===== config.mk =====
export PLATFORM = sky130hd
export DESIGN_NAME = stopwatch_timer
export DESIGN_NICKNAME = d
export VERILOG_FILES = /design/src/rtl/stopwatch_timer_pkg.sv /design/src/rtl/bcd_to_seven_seg.sv /design/src/rtl/stopwatch_timer.sv
export SDC_FILE = /design/constraint.sdc
export NUM_CORES = 1
export LEC_CHECK = 0
export ABC_CLOCK_PERIOD_IN_PS = 3900
export CAP_MARGIN = 20
export CORE_ASPECT_RATIO = 0.7
export CORE_MARGIN = 1.5
export CORE_UTILIZATION = 40
export CTS_CLUSTER_DIAMETER = 80
export CTS_CLUSTER_SIZE = 14
export DETAILED_ROUTE_END_ITERATION = 16
export HOLD_SLACK_MARGIN = 0.03
export PLACE_DENSITY = 0.68
export SETUP_SLACK_MARGIN = 0.1
export SKIP_CTS_REPAIR_TIMING = 1
export SYNTH_ARGS = -nofsm -noshare
export SYNTH_HDL_FRONTEND = slang
export SYNTH_SLANG_ARGS = --single-unit

===== constraint.sdc =====
create_clock -name clk -period 3.9 [get_ports clk]
set_input_delay 0.975 -clock clk [delete_from_list [all_inputs] [get_ports clk]]
set_output_delay 0.975 -clock clk [all_outputs]
set_load 0.05 [all_outputs]

===== src/rtl/stopwatch_timer_pkg.sv =====
// Shared types and constants for the mm:ss stopwatch/timer.
// Segment patterns are {g,f,e,d,c,b,a}, active-high.
package stopwatch_timer_pkg;

  typedef logic [3:0] bcd_t;

  typedef struct packed {
    bcd_t min_hi;
    bcd_t min_lo;
    bcd_t sec_hi;
    bcd_t sec_lo;
  } mmss_t;

  localparam int SEC_MAX = 59;

  localparam logic [6:0] SEG_0 = 7'h3F;
  localparam logic [6:0] SEG_1 = 7'h06;
  localparam logic [6:0] SEG_2 = 7'h5B;
  localparam logic [6:0] SEG_3 = 7'h4F;
  localparam logic [6:0] SEG_4 = 7'h66;
  localparam logic [6:0] SEG_5 = 7'h6D;
  localparam logic [6:0] SEG_6 = 7'h7D;
  localparam logic [6:0] SEG_7 = 7'h07;
  localparam logic [6:0] SEG_8 = 7'h7F;
  localparam logic [6:0] SEG_9 = 7'h6F;

  function automatic logic [7:0] to_bcd(
    input logic [6:0] v
  );
    bcd_t t;
    bcd_t o;
    t = 4'(v / 7'd10);
    o = 4'(v % 7'd10);
    return {t, o};
  endfunction

endpackage


===== src/rtl/bcd_to_seven_seg.sv =====
// One BCD digit to a seven-segment pattern.
// Non-decimal codes blank the digit.
module bcd_to_seven_seg
  import stopwatch_timer_pkg::*;
#(
  parameter bit SEG_ACTIVE_LOW = 1'b0
) (
  input  bcd_t       digit,
  output logic [6:0] seg
);

  logic [6:0] pat;

  always_comb begin
    pat = 7'h00;
    unique case (digit)
      4'd0:    pat = SEG_0;
      4'd1:    pat = SEG_1;
      4'd2:    pat = SEG_2;
      4'd3:    pat = SEG_3;
      4'd4:    pat = SEG_4;
      4'd5:    pat = SEG_5;
      4'd6:    pat = SEG_6;
      4'd7:    pat = SEG_7;
      4'd8:    pat = SEG_8;
      4'd9:    pat = SEG_9;
      default: pat = 7'h00;
    endcase
  end

  assign seg = SEG_ACTIVE_LOW ? ~pat : pat;

endmodule


===== src/rtl/stopwatch_timer.sv =====
// mm:ss stopwatch / countdown timer with preset load,
// done flag, wrap pulse and lap freeze of the display.
module stopwatch_timer
  import stopwatch_timer_pkg::*;
#(
  parameter int TICK_DIV       = 6000,
  parameter int MIN_MAX        = 59,
  parameter bit SEG_ACTIVE_LOW = 1'b0
) (
  input  logic       clk,
  input  logic       clr,
  input  logic       run,
  input  logic       down,
  input  logic       load,
  input  logic [6:0] preset_min,
  input  logic [5:0] preset_sec,
  input  logic       lap,
  output logic       done,
  output logic       wrap,
  output logic [6:0] seg_sec_lo,
  output logic [6:0] seg_sec_hi,
  output logic [6:0] seg_min_lo,
  output logic [6:0] seg_min_hi
);

  localparam int PW = $clog2(TICK_DIV);
  localparam logic [PW-1:0] PS_LAST = PW'(TICK_DIV - 1);
  localparam bcd_t MAX_HI = 4'(MIN_MAX / 10);
  localparam bcd_t MAX_LO = 4'(MIN_MAX % 10);

  logic [PW-1:0] presc;
  mmss_t cnt, cnt_nx, disp;
  mmss_t ld_val, up_val, dn_val;
  logic frozen, lap_q;
  logic tick, lap_edge;
  logic at_max, at_zero, at_one;
  logic [6:0] ld_min;
  logic [5:0] ld_sec;

  assign tick     = run && (presc == PS_LAST);
  assign lap_edge = lap && !lap_q;
  assign at_max   = cnt == {MAX_HI, MAX_LO, 4'd5, 4'd9};
  assign at_zero  = cnt == 16'h0000;
  assign at_one   = cnt == 16'h0001;

  assign ld_min = (preset_min > 7'(MIN_MAX))
                ? 7'(MIN_MAX) : preset_min;
  assign ld_sec = (preset_sec > 6'(SEC_MAX))
                ? 6'(SEC_MAX) : preset_sec;

  always_comb begin
    ld_val = '0;
    {ld_val.min_hi, ld_val.min_lo} = to_bcd(ld_min);
    {ld_val.sec_hi, ld_val.sec_lo} = to_bcd({1'b0, ld_sec});
  end

  always_comb begin
    up_val = cnt;
    if (cnt.sec_lo != 4'd9) begin
      up_val.sec_lo = cnt.sec_lo + 4'd1;
    end else begin
      up_val.sec_lo = 4'd0;
      if (cnt.sec_hi != 4'd5) begin
        up_val.sec_hi = cnt.sec_hi + 4'd1;
      end else begin
        up_val.sec_hi = 4'd0;
        if (at_max) begin
          up_val.min_hi = 4'd0;
          up_val.min_lo = 4'd0;
        end else if (cnt.min_lo != 4'd9) begin
          up_val.min_lo = cnt.min_lo + 4'd1;
        end else begin
          up_val.min_lo = 4'd0;
          up_val.min_hi = cnt.min_hi + 4'd1;
        end
      end
    end
  end

  // 00:00 is a floor when counting down; minutes are nonzero
  // whenever a minute borrow is needed.
  always_comb begin
    dn_val = cnt;
    if (!at_zero) begin
      if (cnt.sec_lo != 4'd0) begin
        dn_val.sec_lo = cnt.sec_lo - 4'd1;
      end else begin
        dn_val.sec_lo = 4'd9;
        if (cnt.sec_hi != 4'd0) begin
          dn_val.sec_hi = cnt.sec_hi - 4'd1;
        end else begin
          dn_val.sec_hi = 4'd5;
          if (cnt.min_lo != 4'd0) begin
            dn_val.min_lo = cnt.min_lo - 4'd1;
          end else begin
            dn_val.min_lo = 4'd9;
            dn_val.min_hi = cnt.min_hi - 4'd1;
          end
        end
      end
    end
  end

  always_comb begin
    cnt_nx = cnt;
    if (load)       cnt_nx = ld_val;
    else if (tick)  cnt_nx = down ? dn_val : up_val;
  end

  always_ff @(posedge clk or negedge clr) begin
    if (!clr) begin
      presc  <= '0;
      cnt    <= '0;
      disp   <= '0;
      done   <= 1'b0;
      wrap   <= 1'b0;
      frozen <= 1'b0;
      lap_q  <= 1'b0;
    end else begin
      lap_q <= lap;
      cnt   <= cnt_nx;
      wrap  <= !load && tick && !down && at_max;
      if (load)
        presc <= '0;
      else if (run)
        presc <= tick ? '0 : presc + 1'b1;
      if (load || (tick && !down))
        done <= 1'b0;
      else if (tick && down && at_one)
        done <= 1'b1;
      if (lap_edge)
        frozen <= !frozen;
      if (lap_edge && !frozen)
        disp <= cnt_nx;
      else if (!frozen || lap_edge)
        disp <= cnt;
    end
  end

  bcd_to_seven_seg #(.SEG_ACTIVE_LOW(SEG_ACTIVE_LOW)) u_sl (
    .digit(disp.sec_lo), .seg(seg_sec_lo)
  );
  bcd_to_seven_seg #(.SEG_ACTIVE_LOW(SEG_ACTIVE_LOW)) u_sh (
    .digit(disp.sec_hi), .seg(seg_sec_hi)
  );
  bcd_to_seven_seg #(.SEG_ACTIVE_LOW(SEG_ACTIVE_LOW)) u_ml (
    .digit(disp.min_lo), .seg(seg_min_lo)
  );
  bcd_to_seven_seg #(.SEG_ACTIVE_LOW(SEG_ACTIVE_LOW)) u_mh (
    .digit(disp.min_hi), .seg(seg_min_hi)
  );

endmodule


==> results.toml <==
[run_status]
status = "finished clean"

[timing]
finalHoldViolations = 0
setup_tns_ns = 0
rsz0062_at_grt = "yes"
hold_slack_ns = 0.553
fin_crit_sh_pct = 98.7
fin_ws_ns = 0.0504
slew_viol_final = 0
clock_skew_ns = 0.00696
tightest_slew_ns = 0.635
max_freq_mhz = 260
relSlewSlack_pct = 57.3
period_needed_ns = 3.85
setup_viol_count_final = 0

[cells_and_area]
area_growth_pct = 23.4
fillerInstances = 1059
final_util_pct = 50.9
stdcell_area_sq_um = 5650
n_antenna_cell = 0
drive_gt1_share_pct = 12.4
multi_input_area_sq_um = 3110
final_net_count = 699
final_cells = 798
final-seq-area_sq_um = 1230

[synth]
syn-num-nets = 638
synth-edff-count = 0
synth-seq-area-share_pct = 26.8
yosys.area.top_type = "dfrtp_1"
synth_flop_cell = "dfrtp_1"
yosysUniqueCellTypes = 71
syn_area_sq_um = 4580
yosys_warnings = 0
synthArstFlopShare_pct = 100
syn_avg_cell_area_sq_um = 7.85
yosysTopAreaCellShare_pct = 26.8
synth_area_leaders = "dfrtp_1, ha_1, o21ai_0"
synthCells = 583
synth_seq_cells = 49

[worst_hold_path]
hp-class = "reg2reg"
hold_end = "presc[12]"
whs_path_depth = 2
hold_start = "presc[12]"

[floorplanning]
die_area_sq_um = 12100
boundaryPins = 49
core_area_sq_um = 11100
rows = 32
initial_core_util_pct = 41.3
die_h_um = 92.5
die_w_um = 131

[pwr]
p_comb_share_pct = 56.4
p_seq_share_pct = 27.8
clkPwrFrac_pct = 15.8
p_int_mw = 1.39
leakagePower_nw = 2.41
irDropWorstVdd_mv = 0.391
powerDensity_nw_per_um2 = 478
power_mw = 2.70
switching_share_pct = 48.5
switchingPower_mw = 1.31

[setup_path]
critPathKind = "in2reg"
crit_path_max_fanout = 3
crit_path_top_delay_cell = "clkdlybuf4s50_1"
ff2ff_path_depth = 10
critPathLaunchType = "input pin"
worstReg2RegStart = "cnt[8]"
critPathTopFamily = "compound AO/OA/AOI/OAI gates"
worstPathRequired_ns = 4.08
ff2ff_setup_slack_ns = 0.71
end_kind = "flip-flop"
path_cells = "clkdlybuf4s50_1 > or3b_4 > o41ai_4 > o32ai_2 > a311oi_2 > ha_2 > nor2_1 > nor4b_4 > nor3_2 > buf_4 > a21oi_1 > o21a_1 > o221a_1"
r2r_end = "disp[10]"
worst-path-buf-inv = 2
worstPathArrival_ns = 4.03
cp_slowest_stage_delay_ns = 0.47

[clocking]
cts_inserted_buffers = 5
cts_buffer_depth = 2
clock_latency_ns = 0.30
htree_levels = 2
cts.sinks = 49
tritoncts = "done"
root_buffer = "clkbuf_16"
clkTransAtPathRegs_ns = 0.07

[place]
portBuffers = 48
post-dp-hpwl_um = 8880
post_dp_cell_area_sq_um = 5420
place_congestion = 0.874
dp.cells = 785
place_ws_ns = -0.289

[global_route]
grt_antenna_before_repair = 0
grt_overflow_total = 0
grt_use_total_pct = 20.0
grt_pass1_vias = 4053
grt_pass1_wl_um = 19600
grt_max_degree = 50

[routing]
post_drt_via_cell_ratio = 5.70
firstDrtPassIters = 5
wire_per_inst_um = 15.0
route.detailed.drc = 0
vias = 4545
ant_nets = 0
wl_um = 12000
drtIter0Drc = 303

[job]
maxCapViolCount = 0
## tightest hold or removal path, delay by kind of cell, from the launching register on
kind | cells | cell delay (ns)
xor gates and xnor gates | 1 | 0.08
DFF | 1 | 0.36
and+or+nand+nor | 1 | 0.07
## cell usage after synthesis (3+ instances only)
master,instances
a221oi_1,3
a221o_1,5
clkbuf_1,33
inv_1,35
o21ai_0,50
nand3_1,12
and3_1,8
a31oi_1,13
o21a_1,10
and2_1,3
nand2b_1,12
xnor2_1,11
nor3b_1,4
nor4_1,4
a21o_1,4
a311oi_1,3
a21boi_0,3
nand4_1,10
o211a_1,4
mux2_2,3
nor4b_1,5
o221ai_1,3
mux2i_1,4
or3_1,8
ha_1,36
buf_2,5
nor3_1,12
a211oi_1,5
xor2_1,9
nor2_1,44
nor2b_1,9
o211ai_1,3
and4_1,5
o22a_1,4
nand2_1,56
dfrtp_1,49
a21oi_1,39
o22ai_1,13
## registers in the layout, indices dropped and copies added (netlist names)
| register | cells |
|---|---|
| lap_q | 1 |
| presc | 13 |
| disp | 16 |
| cnt | 16 |
| wrap | 1 |
| frozen | 1 |
| done | 1 |
## how the worst max path moves through the flow
stage | depth (start not counted) | start | slack [ns] | to
2_1_floorplan | 15 | preset_min[6] | 0.12 | disp[9]
3_3_place_gp | 16 | preset_min[6] | -0.15 | disp[10]
3_5_place_dp | 16 | preset_min[6] | -0.29 | disp[10]
4_1_cts | 16 | preset_min[6] | -0.001 | disp[10]
5_1_grt | 13 | preset_min[5] | -0.04 | disp[10]
6_report | 13 | preset_min[5] | 0.05 | disp[10]
## placed cells by master (no fill, tap or decap), drive strengths merged, types with 7 or more instances in the layout
master         Yosys  layout
clkbuf            34       7
nor2              44      44
o21a              10      10
nand2             56      56
nor3              14      14
nor2b              9       9
xor2               9       9
or3                8       8
o22ai             13      13
and3               8       8
nand4             10      10
buf                5      46
o21ai             51      51
a21oi             39      39
nand3             12      12
clkdlybuf4s50      0      44
nand2b            12      12
a31oi             13      13
dfrtp             49      49
ha                36      36
xnor2             11      11
inv               36      36
## metal layers
metal / global-route usage, % / up-vias / routed length [um]
met5: 0 / - / 0
met2: 30.1 / 103 / 5260
met3: 3.24 / 8 / 615
met1: 30.3 / 2183 / 6040
met4: 3.39 / 0 / 78
li1: - / 2251 / -
## power groups by stage
stage          Sequential, mW  Clock, mW  Combinational, mW
2_1_floorplan           0.656          0               1.13
3_3_place_gp            0.749          0               1.48
6_report                0.750      0.428               1.52
5_1_grt                 0.772      0.461               1.64
4_1_cts                 0.748      0.437               1.51
3_5_place_dp            0.757          0               1.51
## logic make-up after synthesis
group | count (synthesis) | share of synthesized area (%)
AO/OA/AOI/OAI | 186 | 26.9
buffers and inverters | 75 | 6.31
multiplexers | 8 | 2.10
XOR/XNOR | 20 | 3.83
adder cells (fa/ha/maj) | 36 | 9.84
AND/OR/NAND/NOR | 209 | 24.3
flip-flops | 49 | 26.8
## cell type report
class | count | area share [%]
Clock buffer | 7 | 2.35
Clock inverter | 1 | 0.133
Inverter | 36 | 2.39
Multi-Input combinational cell | 459 | 55.1
Sequential cell | 49 | 21.7
Tap cell | 153 | 3.39
Timing Repair Buffer | 93 | 15.0
(Power assumes the default switching activity.)
